==> config.mk <==
export PLATFORM = sky130hd
export DESIGN_NAME = matmul_param_unit
export DESIGN_NICKNAME = d
export VERILOG_FILES = /design/src/rtl/matmul_pkg.sv /design/src/rtl/matmul_mac_lane.sv /design/src/rtl/matmul_param_unit.sv
export SDC_FILE = /design/constraint.sdc
export NUM_CORES = 1
export LEC_CHECK = 0
export CORE_ASPECT_RATIO = 1.25
export CORE_MARGIN = 5
export CORE_UTILIZATION = 49
export CTS_CLUSTER_DIAMETER = 40
export CTS_CLUSTER_SIZE = 14
export DETAILED_ROUTE_END_ITERATION = 8
export PLACE_DENSITY = 0.74
export SLEW_MARGIN = 10
export SYNTH_ARGS = -nofsm -noshare
export SYNTH_HDL_FRONTEND = slang
export SYNTH_SLANG_ARGS = --single-unit
==> constraint.sdc <==
create_clock -name clk -period 5.1 [get_ports clk]
set_clock_uncertainty 0.05 [all_clocks]
set_input_delay 0.51 -clock clk [delete_from_list [all_inputs] [get_ports clk]]
set_output_delay 0.51 -clock clk [all_outputs]
set_load 0.01 [all_outputs]
==> src/rtl/matmul_pkg.sv <==
// Shared types and helpers for the parametrised sequential matrix multiplier.
// Widths are sized for the largest legal configuration (VAR_WIDTH=16, M_SIZE=8).
package matmul_pkg;

  typedef enum logic [1:0] {
    S_IDLE  = 2'd0,
    S_CALC  = 2'd1,
    S_STORE = 2'd2
  } state_e;

  localparam int unsigned MAX_VAR_W = 16;
  localparam int unsigned MAX_ACC_W = 2 * MAX_VAR_W + 3;

  // Truncate to var_w bits, or clamp to all-ones when sat is set and the value overflows.
  function automatic logic [MAX_VAR_W-1:0] reduce_elem(
    input logic [MAX_ACC_W-1:0] acc,
    input int unsigned          var_w,
    input logic                 sat
  );
    logic [MAX_ACC_W-1:0] mask;
    logic [MAX_VAR_W-1:0] low;
    logic                 over;
    mask = ~({MAX_ACC_W{1'b1}} << var_w);
    low  = acc[MAX_VAR_W-1:0] & mask[MAX_VAR_W-1:0];
    over = |(acc & ~mask);
    return (sat && over) ? mask[MAX_VAR_W-1:0] : low;
  endfunction

  // Bit offset of element (r,c) in a row-major packed m x m matrix of w-bit elements.
  function automatic int unsigned elem_lsb(
    input int unsigned r,
    input int unsigned c,
    input int unsigned m,
    input int unsigned w
  );
    return w * (r * m + c);
  endfunction

endpackage

==> src/rtl/matmul_mac_lane.sv <==
// Single multiply-accumulate lane: exact accumulator plus reduction of the final sum.
// elem_o is the reduced value of acc + a*b, valid in the cycle last_i is high.
module matmul_mac_lane
  import matmul_pkg::*;
#(
  parameter int VAR_WIDTH = 4,
  parameter int ACC_WIDTH = 10
) (
  input  logic                 clk_i,
  input  logic                 rst_ni,
  input  logic                 clear_i,
  input  logic                 mac_en_i,
  input  logic                 last_i,
  input  logic                 sat_i,
  input  logic [VAR_WIDTH-1:0] a_i,
  input  logic [VAR_WIDTH-1:0] b_i,
  output logic [VAR_WIDTH-1:0] elem_o
);

  logic [ACC_WIDTH-1:0]   acc_q;
  logic [ACC_WIDTH-1:0]   sum;
  logic [2*VAR_WIDTH-1:0] prod;
  logic [MAX_ACC_W-1:0]   sum_ext;
  logic [MAX_VAR_W-1:0]   red_full;
  logic                   unused_red;

  always_comb begin
    prod    = a_i * b_i;
    sum     = acc_q + ACC_WIDTH'(prod);
    sum_ext = '0;
    sum_ext[ACC_WIDTH-1:0] = sum;
    red_full = reduce_elem(sum_ext, VAR_WIDTH, sat_i);
  end

  assign elem_o     = red_full[VAR_WIDTH-1:0];
  assign unused_red = ^red_full;

  always_ff @(posedge clk_i or negedge rst_ni) begin
    if (!rst_ni) begin
      acc_q <= '0;
    end else if (clear_i) begin
      acc_q <= '0;
    end else if (mac_en_i) begin
      acc_q <= last_i ? '0 : sum;
    end
  end

endmodule

==> src/rtl/matmul_param_unit.sv <==
// Sequential M_SIZE x M_SIZE unsigned matrix multiplier, one MAC per cycle.
// Handshake: start is accepted only in S_IDLE; busy spans the run; done pulses one cycle with result valid.
module matmul_param_unit
  import matmul_pkg::*;
#(
  parameter int VAR_WIDTH = 4,
  parameter int M_SIZE    = 4
) (
  input  logic                                clk,
  input  logic                                rst,
  input  logic                                start,
  input  logic                                sat_mode,
  input  logic [VAR_WIDTH*M_SIZE*M_SIZE-1:0]  matrixA,
  input  logic [VAR_WIDTH*M_SIZE*M_SIZE-1:0]  matrixB,
  output logic [VAR_WIDTH*M_SIZE*M_SIZE-1:0]  result,
  output logic                                busy,
  output logic                                done,
  output logic [1:0]                          dbg_state
);

  localparam int ACC_WIDTH = 2 * VAR_WIDTH + $clog2(M_SIZE);
  localparam int MAT_W     = VAR_WIDTH * M_SIZE * M_SIZE;
  localparam int CW        = $clog2(M_SIZE);
  localparam logic [CW-1:0] LAST_IDX = CW'(M_SIZE - 1);

  state_e state_q, state_d;

  logic [CW-1:0]        i_q, j_q, k_q;
  logic [MAT_W-1:0]     a_q, b_q, res_arr_q, result_q;
  logic                 sat_q, busy_q, done_q;
  logic                 k_last, j_last, i_last;
  logic                 mac_en, clear_acc;
  logic [VAR_WIDTH-1:0] a_elem, b_elem, lane_elem;

  assign k_last = (k_q == LAST_IDX);
  assign j_last = (j_q == LAST_IDX);
  assign i_last = (i_q == LAST_IDX);

  assign a_elem = a_q[elem_lsb(int'(i_q), int'(k_q), M_SIZE, VAR_WIDTH) +: VAR_WIDTH];
  assign b_elem = b_q[elem_lsb(int'(k_q), int'(j_q), M_SIZE, VAR_WIDTH) +: VAR_WIDTH];

  always_ff @(posedge clk or negedge rst) begin
    if (!rst) begin
      state_q <= S_IDLE;
    end else begin
      state_q <= state_d;
    end
  end

  always_comb begin
    state_d = state_q;
    case (state_q)
      S_IDLE:  if (start) state_d = S_CALC;
      S_CALC:  if (k_last && j_last && i_last) state_d = S_STORE;
      S_STORE: state_d = S_IDLE;
      default: state_d = S_IDLE;
    endcase
  end

  always_comb begin
    mac_en    = 1'b0;
    clear_acc = 1'b0;
    case (state_q)
      S_IDLE:  clear_acc = start;
      S_CALC:  mac_en    = 1'b1;
      default: ;
    endcase
  end

  matmul_mac_lane #(
    .VAR_WIDTH (VAR_WIDTH),
    .ACC_WIDTH (ACC_WIDTH)
  ) u_lane (
    .clk_i    (clk),
    .rst_ni   (rst),
    .clear_i  (clear_acc),
    .mac_en_i (mac_en),
    .last_i   (k_last),
    .sat_i    (sat_q),
    .a_i      (a_elem),
    .b_i      (b_elem),
    .elem_o   (lane_elem)
  );

  always_ff @(posedge clk or negedge rst) begin
    if (!rst) begin
      i_q       <= '0;
      j_q       <= '0;
      k_q       <= '0;
      a_q       <= '0;
      b_q       <= '0;
      sat_q     <= 1'b0;
      res_arr_q <= '0;
      result_q  <= '0;
      busy_q    <= 1'b0;
      done_q    <= 1'b0;
    end else begin
      case (state_q)
        S_IDLE: begin
          done_q <= 1'b0;
          if (start) begin
            a_q    <= matrixA;
            b_q    <= matrixB;
            sat_q  <= sat_mode;
            i_q    <= '0;
            j_q    <= '0;
            k_q    <= '0;
            busy_q <= 1'b1;
          end
        end
        S_CALC: begin
          if (k_last) begin
            res_arr_q[elem_lsb(int'(i_q), int'(j_q), M_SIZE, VAR_WIDTH) +: VAR_WIDTH] <= lane_elem;
            k_q <= '0;
            if (j_last) begin
              j_q <= '0;
              i_q <= i_last ? '0 : i_q + 1'b1;
            end else begin
              j_q <= j_q + 1'b1;
            end
          end else begin
            k_q <= k_q + 1'b1;
          end
        end
        S_STORE: begin
          result_q <= res_arr_q;
          done_q   <= 1'b1;
          busy_q   <= 1'b0;
        end
        default: ;
      endcase
    end
  end

  assign result    = result_q;
  assign busy      = busy_q;
  assign done      = done_q;
  assign dbg_state = state_q;

endmodule

==> summary.txt, run 1 <==
Finish
  – Final instance area: 0.01660 mm²
  – FILL cells: a little over 2000
  – Syn-to-layout area delta: 30.60%
  – Fin nets: 1578
  – N_diodes: 0
  – Layout cells sized above 1: 0.1700

CTS
  – Total CTS buffers: 30
  – CTS tree: yes
  – H-tree depth reported by CTS: 1
  – Later-pin clock latency in the skew report: 0.56 ns
  – Root Driver: clkbuf_16
  – CTS clock-pin slew for the worst setup and hold paths: 0.06 ns
  – CTS Buffer Depth: 3
  – CTS Sinks: 277
  – # hold bufs at CTS: 0

Run status
  – Outcome: complete, but fails checks
  – Failing checks: hold timing, setup timing

Hold path
  – Worst hold path class: primary input to async pin

Setup path
  – Worst-path fanout max: 16
  – CP bufs+invs: 7
  – Worst R2R Path Depth: 20
  – Critical path class: flop to flop
  – Arr. time, crit path: 5.70 ns
  – Reg-to-reg endpoint: res_arr_q[49]
  – Most used cell, CP: fa_1
  – CP max stage delay: slightly above 0.5 ns
  – Worst path cell trace: buf_4 > buf_16 > mux4_2 > mux4_2 > and2_4 > fa_1 > fa_1 > inv_1 > fa_1 > inv_2 > ha_4 > a211o_1 > a21o_1 > a221oi_2 > nand4_2 > buf_6 > buf_4 > o21ai_4 > buf_12 > a31oi_1
  – Slowest cell on crit path: mux4_2
  – CP Capture Type: flop
  – Delay-heaviest family, CP: adder cells
  – Crit path launch: k_q[0]
  – Reg-to-reg critical path startpoint: k_q[0]
  – Req. time, crit path: around 5.5 ns
  – CP Launch Type: flop
  – Flop-to-flop setup slack: -0.24 ns

Timing
  – Final period util: 1.048
  – Max-slew headroom: 0.2272
  – Max Slew Vio Count: 0
  – Hold Violations, Final: 13
  – Hold Slack: -0.02677 ns
  – Tmin final: 5.343 ns
  – F_max: ~0.19 GHz
  – RSZ-0062 raised after global routing: yes
  – Final Setup Violations: between 60 and 70
  – Pin slew with the least headroom to its limit: 1.157 ns
  – Final WS setup: -0.2428 ns

Route
  – Routed Antenna Nets: 0
  – Routed WL: ~30000 µm
  – Pre-Repair DR Iteration Count: 5
  – DRT iter0 DRCs: 544
  – Vias per Instance: roughly 5.3
  – Via count: about 9400
  – Drt wl/cell: roughly 17 µm
  – Residual DRC: 0

Synth
  – #FFs+latches synth: about 280
  – Share of synthesized registers carrying an async set or reset: 1.000
  – Mapped Avg Cell Area: 10.77 µm²
  – Syn_nets: 1348
  – Count of distinct cell types in the synthesized netlist: 51
  – Gate Count Post-Synth: 1180
  – Post-Synthesis Cell Area: 0.01271 mm²
  – Top cells by area, synth: dfrtp_1 (55%), nand2_1 (14%), mux4_2 (7.1%)
  – Main flop type after synthesis: dfrtp_1
  – Area leader, netlist: dfrtp_1
  – Yosys warns: 0
  – Yosys top cell area share: 0.5453
  – Post-synthesis sequential area ratio: 0.5453
  – Post-synth EDFFs: 0

Power and ir drop
  – Worst vdd ir: 601.5 µV
  – Overall power: 10.98 mW
  – Power Dens Cells: ~660 mW/mm²
  – Leak: approximately 8 nW

Global route
  – Vias in the first global route: ~9700
  – GRT Total Usage: 0.2078
  – Largest net degree at the start of global routing: 116
  – Congestion Overflow GR: 0
  – M1 GR Usage: 0.2706
  – GR Util met3: 0.03595
  – First-pass GRT wire length: 49730 µm
  – Initial antenna violation count: 0
  – GR peak layer: met2
  – GR Util met2: 0.3611

Placed design
  – # port buffers: between 150 and 200
  – GPL Wtd Cong: 0.8516
  – Detailed Place HPWL: 22010 µm
  – Area after DPL: 0.01536 mm²

Floorplanning
  – # IOs: 200
  – Row count: 66
  – Total core area: approximately 0.026 mm²
  – Die Wd: around 150 µm
  – Die area: just under 0.03 mm²
  – Height of the chip: 190.1 µm
  – Initial Util: 0.4918

Run
  – Max cap viols: 0
-- Yosys cell counts, drive strengths merged, types with 2 or more instances --
library cell and count:
nand2 472, dfrtp 277, mux2 65, o211ai 43, clkbuf 41, mux4 40, ha 27, nand3 24
and2 23, nor2 22, buf 19, inv 18, a31oi 17, o21ai 14, and3 9, fa 9
o2111ai 8, nor2b 5, a21oi 4, mux2i 4, o311ai 4, xor2 4, a211oi 3, a21o 3
nand2b 3, nor3 3, o31ai 3, a22o 2
-- cell families (layout without fill, tap and decap cells) --
kind of cell,count (synthesis),count (layout),share of synthesized area
simple gates,565,565,0.1799
mux,109,109,0.1316
flops,277,277,0.5453
compound gates,109,109,0.07205
xor+xnor,5,5,0.004036
buf+inv,79,328,0.02638
fa+ha+maj,36,36,0.04075
-- sequential cells by signal (all words and copies together), names as in the netlist, 10 cells and up --
name and count:
a_q 64, b_q 64, res_arr_q 64, result 64
u_lane.acc_q 10
-- metrics by stage --
stage,setup slack (ns),setup TNS (ns),instances,utilization
global route,-0.3532,-20.11,1769,0.6423
detailed placement,-0.2184,-8.692,1704,0.5944
floorplan,-0.1275,-5.280,1180,-
finish,-0.2428,-12.19,1769,0.6423
global placement,-0.1749,-7.437,1704,0.5944
CTS,-0.2279,-9.277,1765,0.6391
-- power by group --
group / internal, mW / total (mW) / leakage, nW / switching (mW)
Clock: 1.31 / 2.22 / 0.501 / 0.914
Sequential: 2.94 / 3.42 / 3.67 / 0.486
Combinational: 2.61 / 5.34 / 3.84 / 2.73
Total: 6.85 / 11.0 / 8.01 / 4.13
-- placed cells by master (no fill, tap or decap), types with 6 or more instances in the layout --
cell type,synthesis,routed
a31oi_1,17,17
and2_1,23,19
and3_1,9,9
buf_12,0,10
buf_4,2,45
clkbuf_16,0,31
clkdlybuf4s50_1,0,198
dfrtp_1,277,275
fa_1,9,8
ha_1,27,26
inv_1,18,17
mux2_2,65,65
mux4_2,40,40
nand2_1,472,471
nand3_1,24,22
nor2_1,22,22
o2111ai_4,6,6
o211ai_1,39,39
o21ai_0,12,12
-- final cells by class --
cell class / instances / area (µm²) / share of cell area
Clock buffer: 37 / 817.0 / 0.04921
Clock inverter: 14 / 207.7 / 0.01251
Inverter: 19 / 71.32 / 0.004296
Multi-Input combinational cell: 824 / 5520 / 0.3325
Sequential cell: 277 / 6934 / 0.4177
Tap cell: 340 / 425.4 / 0.02562
Timing Repair Buffer: 258 / 2626 / 0.1582
-- how the worst max path moves through the flow --
stage | slack, ns | depth (start not counted) | endpoint
floorplan | -0.13 | 18 | res_arr_q[39]
global placement | -0.17 | 18 | res_arr_q[39]
detailed placement | -0.22 | 18 | res_arr_q[61]
CTS | -0.23 | 18 | res_arr_q[37]
global route | -0.35 | 19 | res_arr_q[1]
finish | -0.24 | 20 | res_arr_q[49]
-- metal layers --
metal  share of wire  vias to the layer above
li1                -                     4459
met3           0.059                       54
met1            0.41                     4575
met4           0.025                        0
met2            0.50                      294
met5               0                        -
-- timing repair --
item | 4_1_cts | 5_1_grt
setup endpoints to repair | 64 | 65
pin swaps | 10 | 15
resized for setup | 8 | 8
cloned | 2 | 1
setup buffers | 8 | 3
hold endpoints to repair | 0 | 0
Power figures use the tool's default switching activity.
==> inputs of run 2 (changes only) <==
--- a/config.mk
+++ b/config.mk
@@ -12,7 +12,7 @@
 export CTS_CLUSTER_SIZE = 14
 export DETAILED_ROUTE_END_ITERATION = 8
 export PLACE_DENSITY = 0.74
-export SLEW_MARGIN = 10
+export SLEW_MARGIN = 25
 export SYNTH_ARGS = -nofsm -noshare
 export SYNTH_HDL_FRONTEND = slang
 export SYNTH_SLANG_ARGS = --single-unit
==> summary.txt, run 2 (same netlist as run 1, synthesis figures left out) <==
Placed design
  – Area after DPL: 0.01537 mm² (about the same)
  – Detailed Place HPWL: 21920 µm (-0.40%)
  – Placed cells: 1704 (unchanged)
  – GPL Wtd Cong: 0.8516 (unchanged)
  – # port buffers: 199 (unchanged)

CTS
  – Root Driver: clkbuf_16
  – Later-pin clock latency in the skew report: 0.55 ns (about the same)
  – CTS clock-pin slew for the worst setup and hold paths: 0.06 ns (about the same)
  – Total CTS buffers: 29 (-3.3%)
  – CTS Sinks: 277 (unchanged)
  – CTS Buffer Depth: 3 (unchanged)
  – H-tree depth reported by CTS: 1 (unchanged)
  – # hold bufs at CTS: 0 (unchanged)
  – CTS tree: yes

Global route
  – Congestion Overflow GR: 0 (unchanged)
  – GRT Total Usage: 0.2092 (+0.001364)
  – Vias in the first global route: 9707 (+0.093%)
  – First-pass GRT wire length: 50140 µm (+0.83%)
  – Largest net degree at the start of global routing: 116 (unchanged)
  – Initial antenna violation count: 0 (unchanged)

Timing
  – Hold Slack: -0.03432 ns (-0.007546 ns)
  – F_max: 0.1893 GHz (+1.1%)
  – Final Setup Violations: 64 (unchanged)
  – Final period util: 1.036 (-0.01168)
  – RSZ-0062 raised after global routing: yes
  – Max Slew Vio Count: 0 (unchanged)
  – Pin slew with the least headroom to its limit: 0.9324 ns (-0.2243 ns)
  – Final WS setup: -0.1832 ns (+0.05959 ns)
  – Hold Violations, Final: 11 (-2)
  – Final total negative setup slack: -8.923 ns (+3.270 ns)
  – Max-slew headroom: 0.3784 (+0.1511)
  – Tmin final: 5.283 ns (-0.05959 ns)

Power and ir drop
  – Int Power: 6.929 mW (+1.1%)
  – Share of total power in sequential cells: 0.309 (-0.003)
  – Overall power: 11.05 mW (+0.60%)
  – Power Dens Cells: 664.4 mW/mm² (+0.43%)
  – Worst vdd ir: 666.0 µV (+11%)
  – Leak: 8.018 nW (+0.15%)
  – Switching power: 4.119 mW (-0.22%)
  – Clk network pwr share: 0.202 (about the same)
  – Comb power frac: 0.489 (+0.003)
  – Switch share: 0.3729 (-0.003050)

Run
  – Max cap viols: 0 (unchanged)

Setup path
  – CP Launch Type: flop
  – Arr. time, crit path: 5.63 ns (-0.07 ns)
  – Worst-path fanout max: 16 (unchanged)
  – Critical path class: flop to flop
  – Req. time, crit path: 5.45 ns (about the same)
  – CP Capture Type: flop

Finish
  – Final Core Density: 0.6434 (+0.001065)
  – Syn-to-layout area delta: 30.82%
  – N_diodes: 0 (unchanged)
  – Layout cells sized above 1: 0.1723 (+0.002220)
  – Final instance area: 0.01663 mm² (+0.17%)
  – FILL cells: 2037 (-0.29%)
  – Non-Filler Instances: 1768 (-0.057%)
  – Fin nets: 1580 (+0.13%)
  – Most frequent cells in the layout: nand2_1 (471), dfrtp_1 (275), clkdlybuf4s50_1 (198)
  – Most common cell after layout, fill and taps aside: nand2_1

Route
  – Pre-Repair DR Iteration Count: 5 (unchanged)
  – Routed Antenna Nets: 0 (unchanged)
  – Routed WL: 30700 µm (+0.13%)
  – Residual DRC: 0 (unchanged)
  – Drt wl/cell: 17.36 µm (+0.18%)
  – Vias per Instance: 5.289 (-0.27%)
  – DRT iter0 DRCs: 595 (+9.4%)
  – Via count: 9351 (-0.33%)

Run status
  – Failing checks: hold timing, setup timing
  – Outcome: complete, but fails checks

Floorplanning
  – Die Wd: 154.1 µm (unchanged)
  – Initial Util: 0.4918 (unchanged)
  – Row count: 66 (unchanged)
  – Height of the chip: 190.1 µm (unchanged)
  – # IOs: 200 (unchanged)
  – Die area: 0.02928 mm² (unchanged)
  – Total core area: 0.02585 mm² (unchanged)

Hold path
  – Worst hold path class: primary input to async pin
==> run 2: what timing repair did <==
action	in CTS	in global routing
hold endpoints to repair	0	0
pin swaps	10	18
setup buffers	11	4
resized for setup	10	9
gates cloned	2	1
setup endpoints to repair	64	65
==> run 2: final timing paths <==
path / from / endpoint / slack, ns / cells past startpoint
min reg2reg: a_q[31] / a_q[31] / 0.42 / 2
max reg2reg: j_q[0] / res_arr_q[49] / -0.18 / 19
min: rst / busy / -0.03 / 1
max in group asynchronous: rst / result[5] / 3.81 / 2
min in group clk: a_q[31] / a_q[31] / 0.42 / 2
max: j_q[0] / res_arr_q[49] / -0.18 / 19
==> run 2: cell type report <==
| class | instances | area [µm²] | share of cell area |
|---|---|---|---|
| timing repair buffer | 261 | 2633 | 0.1583 |
| clock inverter | 13 | 234.0 | 0.01407 |
| tap | 340 | 425.4 | 0.02558 |
| multi-input combinational | 824 | 5548 | 0.3336 |
| sequential | 277 | 6934 | 0.4170 |
| clock buffer | 34 | 784.5 | 0.04717 |
| inverter | 19 | 71.32 | 0.004289 |
==> run 2: through the flow <==
| step | hold slack, ns | setup WS [ns] |
|---|---|---|
| final | -0.03432 | -0.1832 |
| after global routing | 0.01852 | -0.3177 |
| after CTS | 0.02039 | -0.2114 |
| after global placement | 0.4039 | -0.1749 |
| after detailed placement | 0.4081 | -0.2262 |
| after floorplan | 0.1644 | -0.1275 |
==> run 2: metal layers <==
metal	track usage	part of all wire
met1	0.2798	0.42
met2	0.3495	0.49
met3	0.03185	0.052
met4	0.07543	0.036
met5	0	0
==> run 2: power by group through the flow <==
| stage | Combinational [mW] | Clock, mW | Sequential [mW] |
|---|---|---|---|
| after floorplan | 3.28 | 0 | 3.23 |
| after global placement | 4.69 | 0 | 3.43 |
| after detailed placement | 4.80 | 0 | 3.44 |
| after CTS | 5.06 | 2.27 | 3.41 |
| after global routing | 5.89 | 2.36 | 3.49 |
| final | 5.40 | 2.23 | 3.42 |
==> run 2: worst max-delay path, stage by stage (launching register included) <==
cell and delay (ns):
dfrtp_2 0.45, buf_12 0.16, mux4_2 0.51, mux4_2 0.50, and2_1 0.17, fa_1 0.47
fa_1 0.49, inv_1 0.05, fa_1 0.48, inv_2 0.05, ha_4 0.22, a211o_1 0.27
a21o_1 0.19, a221oi_2 0.27, nand4_2 0.12, buf_6 0.17, buf_4 0.14, o21ai_4 0.14
buf_12 0.15, a31oi_1 0.09
==> inputs of run 3 (changes only) <==
--- a/config.mk
+++ b/config.mk
@@ -8,7 +8,7 @@
 export CORE_ASPECT_RATIO = 1.25
 export CORE_MARGIN = 5
 export CORE_UTILIZATION = 49
-export CTS_CLUSTER_DIAMETER = 40
+export CTS_CLUSTER_DIAMETER = 30
 export CTS_CLUSTER_SIZE = 14
 export DETAILED_ROUTE_END_ITERATION = 8
 export PLACE_DENSITY = 0.74
==> summary.txt, run 3 (same netlist as run 1, synthesis figures left out) <==
Timing
  – Max-slew headroom: 0.3831 (+0.004692)
  – Hold Violations, Final: 7 (-4)
  – Tmin final: 5.305 ns (+0.02177 ns)
  – Pin slew with the least headroom to its limit: 0.9254 ns (-0.007038 ns)
  – Hold Slack: -0.03126 ns (+0.003053 ns)
  – Final period util: 1.040 (+0.004268)
  – Final WS setup: -0.2050 ns (-0.02177 ns)
  – Final Setup Violations: 63 (-1.6%)
  – F_max: 0.1885 GHz (-0.41%)
  – RSZ-0062 raised after global routing: yes
  – Max Slew Vio Count: 0 (unchanged)

Power and ir drop
  – Worst vdd ir: 684.1 µV (+2.7%)
  – Power Dens Cells: 691.3 mW/mm² (+4.0%)
  – Leak: 8.246 nW (+2.9%)
  – Overall power: 11.83 mW (+7.1%)

Finish
  – Syn-to-layout area delta: 34.60%
  – Layout cells sized above 1: 0.1896 (+0.01733)
  – Fin nets: 1593 (+0.82%)
  – Most common cell after layout, fill and taps aside: nand2_1
  – Most frequent cells in the layout: nand2_1 (471), dfrtp_1 (275), clkdlybuf4s50_1 (198)
  – Final Core Density: 0.6620 (+0.01859)
  – N_diodes: 0 (unchanged)

Global route
  – Largest net degree at the start of global routing: 116 (unchanged)
  – Vias in the first global route: 9805 (+1.0%)
  – GRT Total Usage: 0.2141 (+0.004946)
  – GR Util met3: 0.04118 (+0.009329)
  – Congestion Overflow GR: 0 (unchanged)
  – First-pass GRT wire length: 51130 µm (+2.0%)
  – Initial antenna violation count: 0 (unchanged)
  – M1 GR Usage: 0.2802 (+0.0003978)
  – GR Util met2: 0.3648 (+0.01530)
  – GR peak layer: met2

Placed design
  – Detailed Place HPWL: 21920 µm (unchanged)
  – # port buffers: 199 (unchanged)
  – GPL Wtd Cong: 0.8516 (unchanged)

Floorplanning
  – Die area: 0.02928 mm² (unchanged)
  – Die Wd: 154.1 µm (unchanged)
  – Height of the chip: 190.1 µm (unchanged)
  – Total core area: 0.02585 mm² (unchanged)
  – Initial Util: 0.4918 (unchanged)
  – # IOs: 200 (unchanged)
  – Row count: 66 (unchanged)

CTS
  – Root Driver: clkbuf_16
  – CTS clock-pin slew for the worst setup and hold paths: 0.06 ns (about the same)
  – # hold bufs at CTS: 0 (unchanged)
  – CTS Buffer Depth: 3 (unchanged)
  – CTS tree: yes
  – CTS Sinks: 277 (unchanged)
  – Total CTS buffers: 44 (+52%)
  – Later-pin clock latency in the skew report: 0.53 ns (-0.02 ns)
  – H-tree depth reported by CTS: 2 (+1)

Run
  – Max cap viols: 0 (unchanged)

Setup path
  – CP max stage delay: 0.53 ns (+0.02 ns)
  – Critical path class: flop to flop
  – Arr. time, crit path: 5.64 ns (about the same)
  – CP Launch Type: flop
  – Most used cell, CP: fa_1
  – Delay-heaviest family, CP: adder cells
  – CP bufs+invs: 5 (-1)
  – CP Capture Type: flop
  – Worst path cell trace: buf_12 > mux4_2 > mux4_2 > and2_4 > fa_1 > fa_1 > inv_1 > fa_1 > inv_2 > ha_4 > a211o_1 > a21o_1 > a221oi_2 > nand4_2 > buf_6 > buf_12 > o2111ai_4 > o211ai_1
  – Worst-path fanout max: 8 (-8)
  – Slowest cell on crit path: mux4_2
  – Req. time, crit path: 5.44 ns (about the same)

Route
  – Routed WL: 31610 µm (+3.0%)
  – Drt wl/cell: 17.55 µm (+1.1%)
  – DRT iter0 DRCs: 550 (-7.6%)
  – Via count: 9465 (+1.2%)
  – Routed Antenna Nets: 0 (unchanged)
  – Pre-Repair DR Iteration Count: 5 (unchanged)
  – Vias per Instance: 5.255 (-0.64%)
  – Residual DRC: 0 (unchanged)

Run status
  – Failing checks: hold timing, setup timing
  – Outcome: complete, but fails checks

Hold path
  – Worst hold path class: primary input to async pin
run 3: cell count changes in the layout (fill, tap and decap cells not counted), moves of 2 or more:
| cell | change |
|---|---|
| clkinvlp_4 | +6 |
| buf_12 | -2 |
| clkinv_2 | +6 |
| inv_8 | +4 |
| clkbuf_1 | +3 |
| clkinv_4 | +2 |
| clkbuf_16 | +18 |
run 3: routing by layer:
| metal | share of wire | vias to the layer above |
|---|---|---|
| met1 | 0.42 | 4588 |
| met3 | 0.052 | 63 |
| li1 | - | 4509 |
| met5 | 0 | - |
| met2 | 0.50 | 305 |
| met4 | 0.026 | 0 |
run 3: area by class of cell:
cell class,instances,area (µm²)
sequential,277,6934
fill,1962,8737
clock inverter,29,325.3
multi-input combinational,824,5553
inverter,19,71.32
timing repair buffer,259,2594
tap,340,425.4
clock buffer,53,1207
run 3: where the power goes:
group	total [mW]	internal (mW)	switching, mW
clock network	3.03	1.93	1.10
registers	3.43	2.94	0.491
logic	5.36	2.58	2.78
run 3: what timing repair did:
item,CTS,global route
setup buffers,5,9
setup endpoints to repair,64,64
resized for setup,11,7
cloned,1,2
pin swaps,3,23
run 3: path summary, 6_finish.rpt:
check                                endpoint     from  slack [ns]  cells past startpoint
max in group asynchronous        res_arr_q[3]      rst        3.79                      2
worst min register to register        a_q[31]  a_q[31]        0.42                      2
min in group clk                      a_q[31]  a_q[31]        0.42                      2
worst max-delay path            res_arr_q[42]   j_q[0]       -0.21                     18
worst max register to register  res_arr_q[42]   j_q[0]       -0.21                     18
worst min-delay path                     busy      rst       -0.03                      1
run 3: worst reg2reg max path, stage by stage (launching register included):
cell and delay, ns:
dfrtp_2 0.42, buf_12 0.15, mux4_2 0.51, mux4_2 0.53
and2_4 0.17, fa_1 0.48, fa_1 0.49, inv_1 0.05
fa_1 0.49, inv_2 0.05, ha_4 0.22, a211o_1 0.27
a21o_1 0.19, a221oi_2 0.29, nand4_2 0.12, buf_6 0.17
buf_12 0.15, o2111ai_4 0.25, o211ai_1 0.14
run 3: through the flow:
stage	cell area (µm²)	std cells	TNS, ns	setup WS, ns	hold slack [ns]
floorplan	12780	1180	-5.280	-0.1275	0.1644
global placement	15360	1704	-7.437	-0.1749	0.4039
detailed placement	15370	1704	-9.164	-0.2262	0.4081
CTS	17010	1792	-10.36	-0.2410	0.04464
global route	17110	1801	-19.12	-0.3667	0.07983
finish	17110	1801	-9.498	-0.2050	-0.03126
